===== src/rtl/clk_rst_sequencer.sv =====
// clk_rst_sequencer: holds debug and system resets low until the PLL lock
// has been stable for LOCK_STABLE_CYCLES, then releases debug first and
// system RELEASE_GAP cycles later. Any lock loss re-asserts both resets.
// Optional macro HARDRESET_EN adds a debug-requested system-only reset
// (HRST state). Without it, i_hardreset is ignored.
//
// state     | meaning
// WAIT_LOCK | waiting for synchronized lock, all outputs low
// STABLE    | counting consecutive lock cycles, outputs low
// DBG_REL   | debug reset released, counting gap before system release
// RUN       | both resets released
// HRST      | system reset held by debug request (HARDRESET_EN only)
module clk_rst_sequencer #(
  parameter int LOCK_STABLE_CYCLES = 1024,
  parameter int RELEASE_GAP        = 16,
  parameter int HARDRESET_CYCLES   = 32
) (
  input  logic i_clk,
  input  logic i_nrst,
  input  logic i_pll_locked,
  input  logic i_hardreset,
  output logic o_dbg_nrst,
  output logic o_sys_nrst,
  output logic o_locked
);

  localparam int MAX_LG = (LOCK_STABLE_CYCLES > RELEASE_GAP) ? LOCK_STABLE_CYCLES : RELEASE_GAP;
  localparam int MAX_P  = (MAX_LG > HARDRESET_CYCLES) ? MAX_LG : HARDRESET_CYCLES;
  localparam int CNT_W  = $clog2(MAX_P) + 1;

  localparam logic [CNT_W-1:0] STABLE_LAST = CNT_W'(LOCK_STABLE_CYCLES - 1);
  localparam logic [CNT_W-1:0] GAP_LAST    = CNT_W'(RELEASE_GAP - 1);
  localparam logic [CNT_W-1:0] CNT_ONE     = CNT_W'(1);

  typedef enum logic [2:0] {
    WAIT_LOCK,
    STABLE,
    DBG_REL,
`ifdef HARDRESET_EN
    RUN,
    HRST
`else
    RUN
`endif
  } state_t;

  state_t           state;
  logic [CNT_W-1:0] cnt;
  logic             sync_q1;
  logic             sync_q2;
  logic             lock_s;

`ifdef HARDRESET_EN
  localparam logic [CNT_W-1:0] HR_LAST = CNT_W'(HARDRESET_CYCLES - 1);
`else
  logic unused_hardreset;
  assign unused_hardreset = i_hardreset;
`endif

  assign lock_s = sync_q2;

  // Two-flop synchronizer for the asynchronous PLL lock flag
  always_ff @(posedge i_clk) begin
    if (!i_nrst) begin
      sync_q1 <= 1'b0;
      sync_q2 <= 1'b0;
    end else begin
      sync_q1 <= i_pll_locked;
      sync_q2 <= sync_q1;
    end
  end

  // Sequencing FSM with registered reset outputs; lock loss has top priority
  always_ff @(posedge i_clk) begin
    if (!i_nrst) begin
      state      <= WAIT_LOCK;
      cnt        <= '0;
      o_dbg_nrst <= 1'b0;
      o_sys_nrst <= 1'b0;
      o_locked   <= 1'b0;
    end else if (state != WAIT_LOCK && state != STABLE && !lock_s) begin
      state      <= WAIT_LOCK;
      cnt        <= '0;
      o_dbg_nrst <= 1'b0;
      o_sys_nrst <= 1'b0;
      o_locked   <= 1'b0;
    end else begin
      case (state)
        WAIT_LOCK: begin
          o_dbg_nrst <= 1'b0;
          o_sys_nrst <= 1'b0;
          o_locked   <= 1'b0;
          if (lock_s) begin
            // The entry cycle already counts as the first stable cycle
            state <= STABLE;
            cnt   <= CNT_ONE;
          end else begin
            cnt <= '0;
          end
        end
        STABLE: begin
          if (!lock_s) begin
            cnt <= '0;
          end else if (cnt == STABLE_LAST) begin
            state      <= DBG_REL;
            cnt        <= '0;
            o_dbg_nrst <= 1'b1;
            o_locked   <= 1'b1;
          end else begin
            cnt <= cnt + CNT_ONE;
          end
        end
        DBG_REL: begin
          if (cnt == GAP_LAST) begin
            state      <= RUN;
            cnt        <= '0;
            o_sys_nrst <= 1'b1;
          end else begin
            cnt <= cnt + CNT_ONE;
          end
        end
        RUN: begin
`ifdef HARDRESET_EN
          if (i_hardreset) begin
            state      <= HRST;
            cnt        <= '0;
            o_sys_nrst <= 1'b0;
          end
`endif
        end
`ifdef HARDRESET_EN
        HRST: begin
          // Counter saturates at the minimum pulse length while the request persists
          if (cnt == HR_LAST) begin
            if (!i_hardreset) begin
              state      <= RUN;
              cnt        <= '0;
              o_sys_nrst <= 1'b1;
            end
          end else begin
            cnt <= cnt + CNT_ONE;
          end
        end
`endif
        default: begin
          state      <= WAIT_LOCK;
          cnt        <= '0;
          o_dbg_nrst <= 1'b0;
          o_sys_nrst <= 1'b0;
          o_locked   <= 1'b0;
        end
      endcase
    end
  end

endmodule

===== config.mk =====
export PLATFORM = sky130hd
export DESIGN_NAME = clk_rst_sequencer
export DESIGN_NICKNAME = d
export VERILOG_FILES = /design/src/rtl/clk_rst_sequencer.sv
export SDC_FILE = /design/constraint.sdc
export NUM_CORES = 1
export LEC_CHECK = 0
export ABC_AREA = 0
export BUFFER_PORTS_ARGS = -buffer_cell sky130_fd_sc_hd__buf_4
export CAP_MARGIN = 20
export CORE_UTILIZATION = 45
export CTS_BUF_LIST = sky130_fd_sc_hd__clkbuf_4 sky130_fd_sc_hd__clkbuf_8 sky130_fd_sc_hd__clkbuf_16
export DETAILED_ROUTE_END_ITERATION = 10
export PLACE_DENSITY = 0.63
export SLEW_MARGIN = 40
export SYNTH_ARGS = -nofsm -noshare
export SYNTH_HDL_FRONTEND = slang
export SYNTH_SLANG_ARGS = --single-unit

===== constraint.sdc =====
create_clock -name i_clk -period 4.2 [get_ports i_clk]
set_input_delay 0.84 -clock i_clk [delete_from_list [all_inputs] [get_ports i_clk]]
set_output_delay 0.84 -clock i_clk [all_outputs]
set_load 0.01 [all_outputs]

Word-level counts from Yosys, hierarchy flattened
Index checks and enable logic that the tools add are counted.
Word-level totals
  word-level logic and storage cells: 47
  input bits: 4
  flip-flop bits (word level): 18
  output and inout bits: 3
Cells by class
  bitwise logic cells: 4
  mux-type cells: 15
  reductions and logical operators: 11
  $add $sub $neg: 1
  equality and inequality tests: 10
Operators by type and width (count)
  case mux 11 bit (4 select lines): 1
  2-to-1 mux 11 bit: 3
  2-to-1 mux 3 bit: 4
  case mux 3 bit (4 select lines): 1
  adder 11 x 1 -> 11 bit, second input constant: 1
  equality test 11 x 10 -> 1 bit, second input constant: 1
  equality test 11 x 4 -> 1 bit, second input constant: 1
  != test 2 bit, second input constant: 4
  equality test 3 x 2 -> 1 bit, second input constant: 2
  OR reduction 2 bit: 3
  AND reduction 5 bit: 1
  2-to-1 mux 1 bit: 4
  inverter 1 bit: 4
  case mux 1 bit (2 select lines): 2
  equality test 3 x 1 -> 1 bit, second input constant: 1
  zero test 3 bit: 1
  != test 3 x 1 -> 1 bit, second input constant: 1
  AND reduction 3 bit: 1
  nonzero test 3 bit: 1
  logical AND 1 bit: 2
  AND reduction 2 bit: 1
  zero test 1 bit: 1

Longest topological paths before layout
  depth after elaboration: 4
  mapped depth: 6
  mapped depth without buffers: 6

Worst setup path before layout
No wires, ideal clock.
  kind: flip-flop to flip-flop
  start: register state[0]
  end: register cnt[10]
  path buffers: 0
  setup time: 0.125 ns
  cell stages (with the launch flop): 6
  path slack: 2.650 ns
  period minus slack after synthesis: 1.550 ns
  data arrival time: 1.424 ns
  data required time: 4.075 ns
  path through: dfxtp_1 -> ha_1 -> nor4b_2 -> a31oi_2 -> o21ai_2 -> nor2_1
Between the ends
  cells in the longest elaborated chain, start to end: 4
  elaborated cells on any way between the ends: 10
  those cells by class: eq/ne: 4; mux: 1; reduce/logical: 5
RTL lines
  start: declaration: RTL line 47  | state_t state;
  start signal: assignment: RTL line 76  | state <= WAIT_LOCK;
  start signal: assignment: RTL line 82  | state <= WAIT_LOCK;
  start signal: assignment: RTL line 95  | state <= STABLE;
  != test 3 x 1 -> 1 bit or nonzero test 3 bit (tied branches): RTL line 81  | end else if (state != WAIT_LOCK && state != STABLE && !lock_s) begin
  logical AND 1 bit (2 in series): RTL line 81
  OR reduction 2 bit (no line)
  end signal: assignment: RTL line 110  | cnt <= cnt + CNT_ONE;
  end signal: assignment: RTL line 119  | cnt <= cnt + CNT_ONE;
  end: declaration: RTL line 48  | logic [CNT_W-1:0] cnt;
Parallel ways exist; a longest one is shown, timed or not.
A chain may end at the register's enable or synchronous reset.

Final worst setup path
  start: register state[0]
  end: register cnt[5]
Same word-level chain as after synthesis.

==> metrics <==
post-synthesis share of cell area spent on and, or, nand and nor gates 27.0%; number of rows in the core area 15; Vert. Die Dim 46.2 um; ys flop type sky130_fd_sc_hd__dfxtp_1; 1st-pass router iterations 4; Hold Vio Cnt, Final 0; met1 track demand over resource 20.9%; Max rail drop VDD 0.000211 V; Inserted Clock Buffers 3; post-layout min period 1.79 ns; net total in the final layout 112; type of the tightest min-delay check register to register; die area 2140 um^2; slowest stage cell on the critical path sky130_fd_sc_hd__dfxtp_1; Final TNS setup 0 ns; DR vias 645; final period utilization 42.5%; number of global-route vias before repair 577; remaining antenna violation count 0; critical path, cell by cell ha_1, nor4b_2, a31oi_2, o21ai_2, nor2_1; clock tree from TritonCTS done; worst-skew pair later-pin latency 0.28 ns; area of the core 1780 um^2; distinct cell type count of the synthesized netlist 34; xor-xnor portion of the synthesized cell area 8.96%; flops & latches, synth 17; relative slew slack 73.8%; most area-consuming cells after synthesis sky130_fd_sc_hd__dfxtp_1, sky130_fd_sc_hd__ha_1, sky130_fd_sc_hd__xnor2_1, sky130_fd_sc_hd__nor2_1, sky130_fd_sc_hd__inv_1; ratio of total power to cell area 403 nW/um^2; Synth top area share 38.7%; total number of yosys warnings 0; post-synthesis cell area 880 um^2; maximum count of clock buffers along a single path 2; Tot GR Track Use 15.8%; post-detailed-route via-to-cell ratio 5.08; multiplexer share of the synthesized area 2.28%; Num Clock Sinks 17; gp weighted congestion 0.776; Clock Tree Root sky130_fd_sc_hd__clkbuf_4; # Max-Cap Violations 0; Syn-to-layout area delta 10.1%; number of hold buffers added after cts 0; Pleak 0.327 nW; syn_area_per_cell 9.36 um^2; max-slew violation count 0; count of non-filler cells in the finished layout 127; aggregate routed wire length 1400 um; worst endpoint data arrival time 1.95 ns; number of setup violations in the final report 0; Post-Route Hold Slack 0.445 ns; Diodes inserted 0; number of flops mapped to enable cells by yosys 0; adder-cell share of the synthesized area 7.11%; count of H-tree levels built during CTS 1; post-cts sizing count 0; cell type with the highest aggregate area in the netlist sky130_fd_sc_hd__dfxtp_1; final standard cell utilization of the core 54.3%; sequential share of the synthesized area 38.7%; share of post-route cells with drive strength above 1 15.7%; dominant combinational cell family by area after synthesis simple AND/OR/NAND/NOR gates; met3 routing resource usage after global routing 3.53%; Initial Utilization 49.3%; status complete, no violations; CP Capture Type register; met2 Track Usage GR 24.2%; drt drc 0; initial antenna violation count 0; highest clock frequency the design can meet 0.560 GHz; Post-Syn Nets 103; highest-utilization routing layer at the global route stage met2; gate count of the mapped netlist 94; Die Width 46.2 um; Async SR Flop Fraction 0%; number of setup buffers added after CTS 0; final worst clock skew 0.00567 ns; pin count of the biggest net entering global routing 11; data required time at the worst endpoint 4.37 ns; total power after layout 0.390 mW; setup repair after global routing missed its margin no; type of the setup path with the least slack register to register; average routed wire per standard cell 11.0 um; largest fanout on the critical path 8; slowest stage delay, CP 0.36 ns; Initial DRC Count 9; half-perimeter wire length after detailed placement 1100 um; GRT Residual Overflow 0; number of port buffers 5; synthesized-area fraction occupied by ao, oa, aoi and oai cells 12.5%; number of I/O pins 7; first-pass GRT wire length 2360 um; clock transition time at the flip-flop clock pins of the worst setup and hold paths 0.10 ns; Worst-Margin Slew 0.391 ns; total instance count after detailed placement 123; kind of launch point of the worst setup path register
[cell usage after synthesis, drive strengths merged, types with 2 or more instances]
| master | n |
|---|---|
| nand3 | 3 |
| and4 | 2 |
| mux2i | 2 |
| nor3 | 4 |
| o21ai | 3 |
| xor2 | 2 |
| nor2 | 14 |
| ha | 5 |
| inv | 6 |
| a21boi | 2 |
| dfxtp | 17 |
| nand2 | 6 |
| and2 | 3 |
| a31oi | 2 |
| xnor2 | 7 |
[layout by cell type, fill, tap and decap left out, types with 2 or more instances in the layout]
cell | synthesis | layout
sky130_fd_sc_hd__a21boi_0 | 2 | 2
sky130_fd_sc_hd__and2_1 | 3 | 3
sky130_fd_sc_hd__and4_1 | 2 | 2
sky130_fd_sc_hd__buf_4 | 1 | 5
sky130_fd_sc_hd__clkbuf_4 | 0 | 3
sky130_fd_sc_hd__dfxtp_1 | 17 | 17
sky130_fd_sc_hd__ha_1 | 5 | 5
sky130_fd_sc_hd__inv_1 | 6 | 6
sky130_fd_sc_hd__mux2i_1 | 2 | 2
sky130_fd_sc_hd__nand2_1 | 6 | 6
sky130_fd_sc_hd__nand3_1 | 3 | 3
sky130_fd_sc_hd__nor2_1 | 14 | 14
sky130_fd_sc_hd__nor3_1 | 3 | 3
sky130_fd_sc_hd__o21ai_0 | 2 | 2
sky130_fd_sc_hd__xnor2_1 | 7 | 7
sky130_fd_sc_hd__xor2_1 | 2 | 2
[report_power, final]
group	total, mW	internal [mW]	switching (mW)
clock network	0.0851	0.0353	0.0498
registers	0.187	0.175	0.0119
logic	0.118	0.0546	0.0636
[area by class of cell]
| type | count | area (um^2) |
|---|---|---|
| clock buffers | 3 | 22.5 |
| clock inverters | 1 | 5.00 |
| fillers | 177 | 815 |
| inverters | 6 | 22.5 |
| multi-input cells | 70 | 509 |
| flip-flops and latches | 17 | 340 |
| well taps | 25 | 31.3 |
| repair buffers | 5 | 37.5 |
[final timing paths]
| path | startpoint | end | slack (ns) | cells past startpoint |
|---|---|---|---|---|
| max | state[0] | cnt[5] | 2.41 | 5 |
| min | sync_q1 | lock_s | 0.45 | 1 |
| max reg2reg | state[0] | cnt[5] | 2.41 | 5 |
| min reg2reg | sync_q1 | lock_s | 0.45 | 1 |
[routing by layer]
| metal | up-vias | part of all wire (%) |
|---|---|---|
| met5 | - | 0 |
| met4 | 0 | 1.0 |
| met3 | 2 | 2.7 |
| met2 | 8 | 44 |
| met1 | 297 | 52 |
| li1 | 338 | - |
[flip-flops by register name, summed over array words and instances (netlist names)]
name        count
state           2
lock_s          1
cnt            11
o_locked        1
o_sys_nrst      1
sync_q1         1
[critical path, delay by kind of cell (launching register included)]
kind	cells	cell delay, ns
AOI/OAI and AO/OA	2	0.58
adders and majority gates	1	0.31
DFF	1	0.36
and+or+nand+nor	2	0.42
[logic make-up (layout without fill, tap and decap cells)]
kind of cell	count (synthesis)	after routing
compound gates	13	13
xor+xnor	9	9
fa+ha+maj	5	5
buf+inv	7	15
flops	17	17
mux	2	2
simple gates	41	41
[per-stage QoR]
step / cell area, um^2 / setup slack (ns)
floorplan: 880 / 2.65
global placement: 941 / 2.44
detailed placement: 941 / 2.42
CTS: 968 / 2.40
global route: 968 / 2.27
finish: 968 / 2.41
No activity file was read; power rests on OpenSTA's default activity.
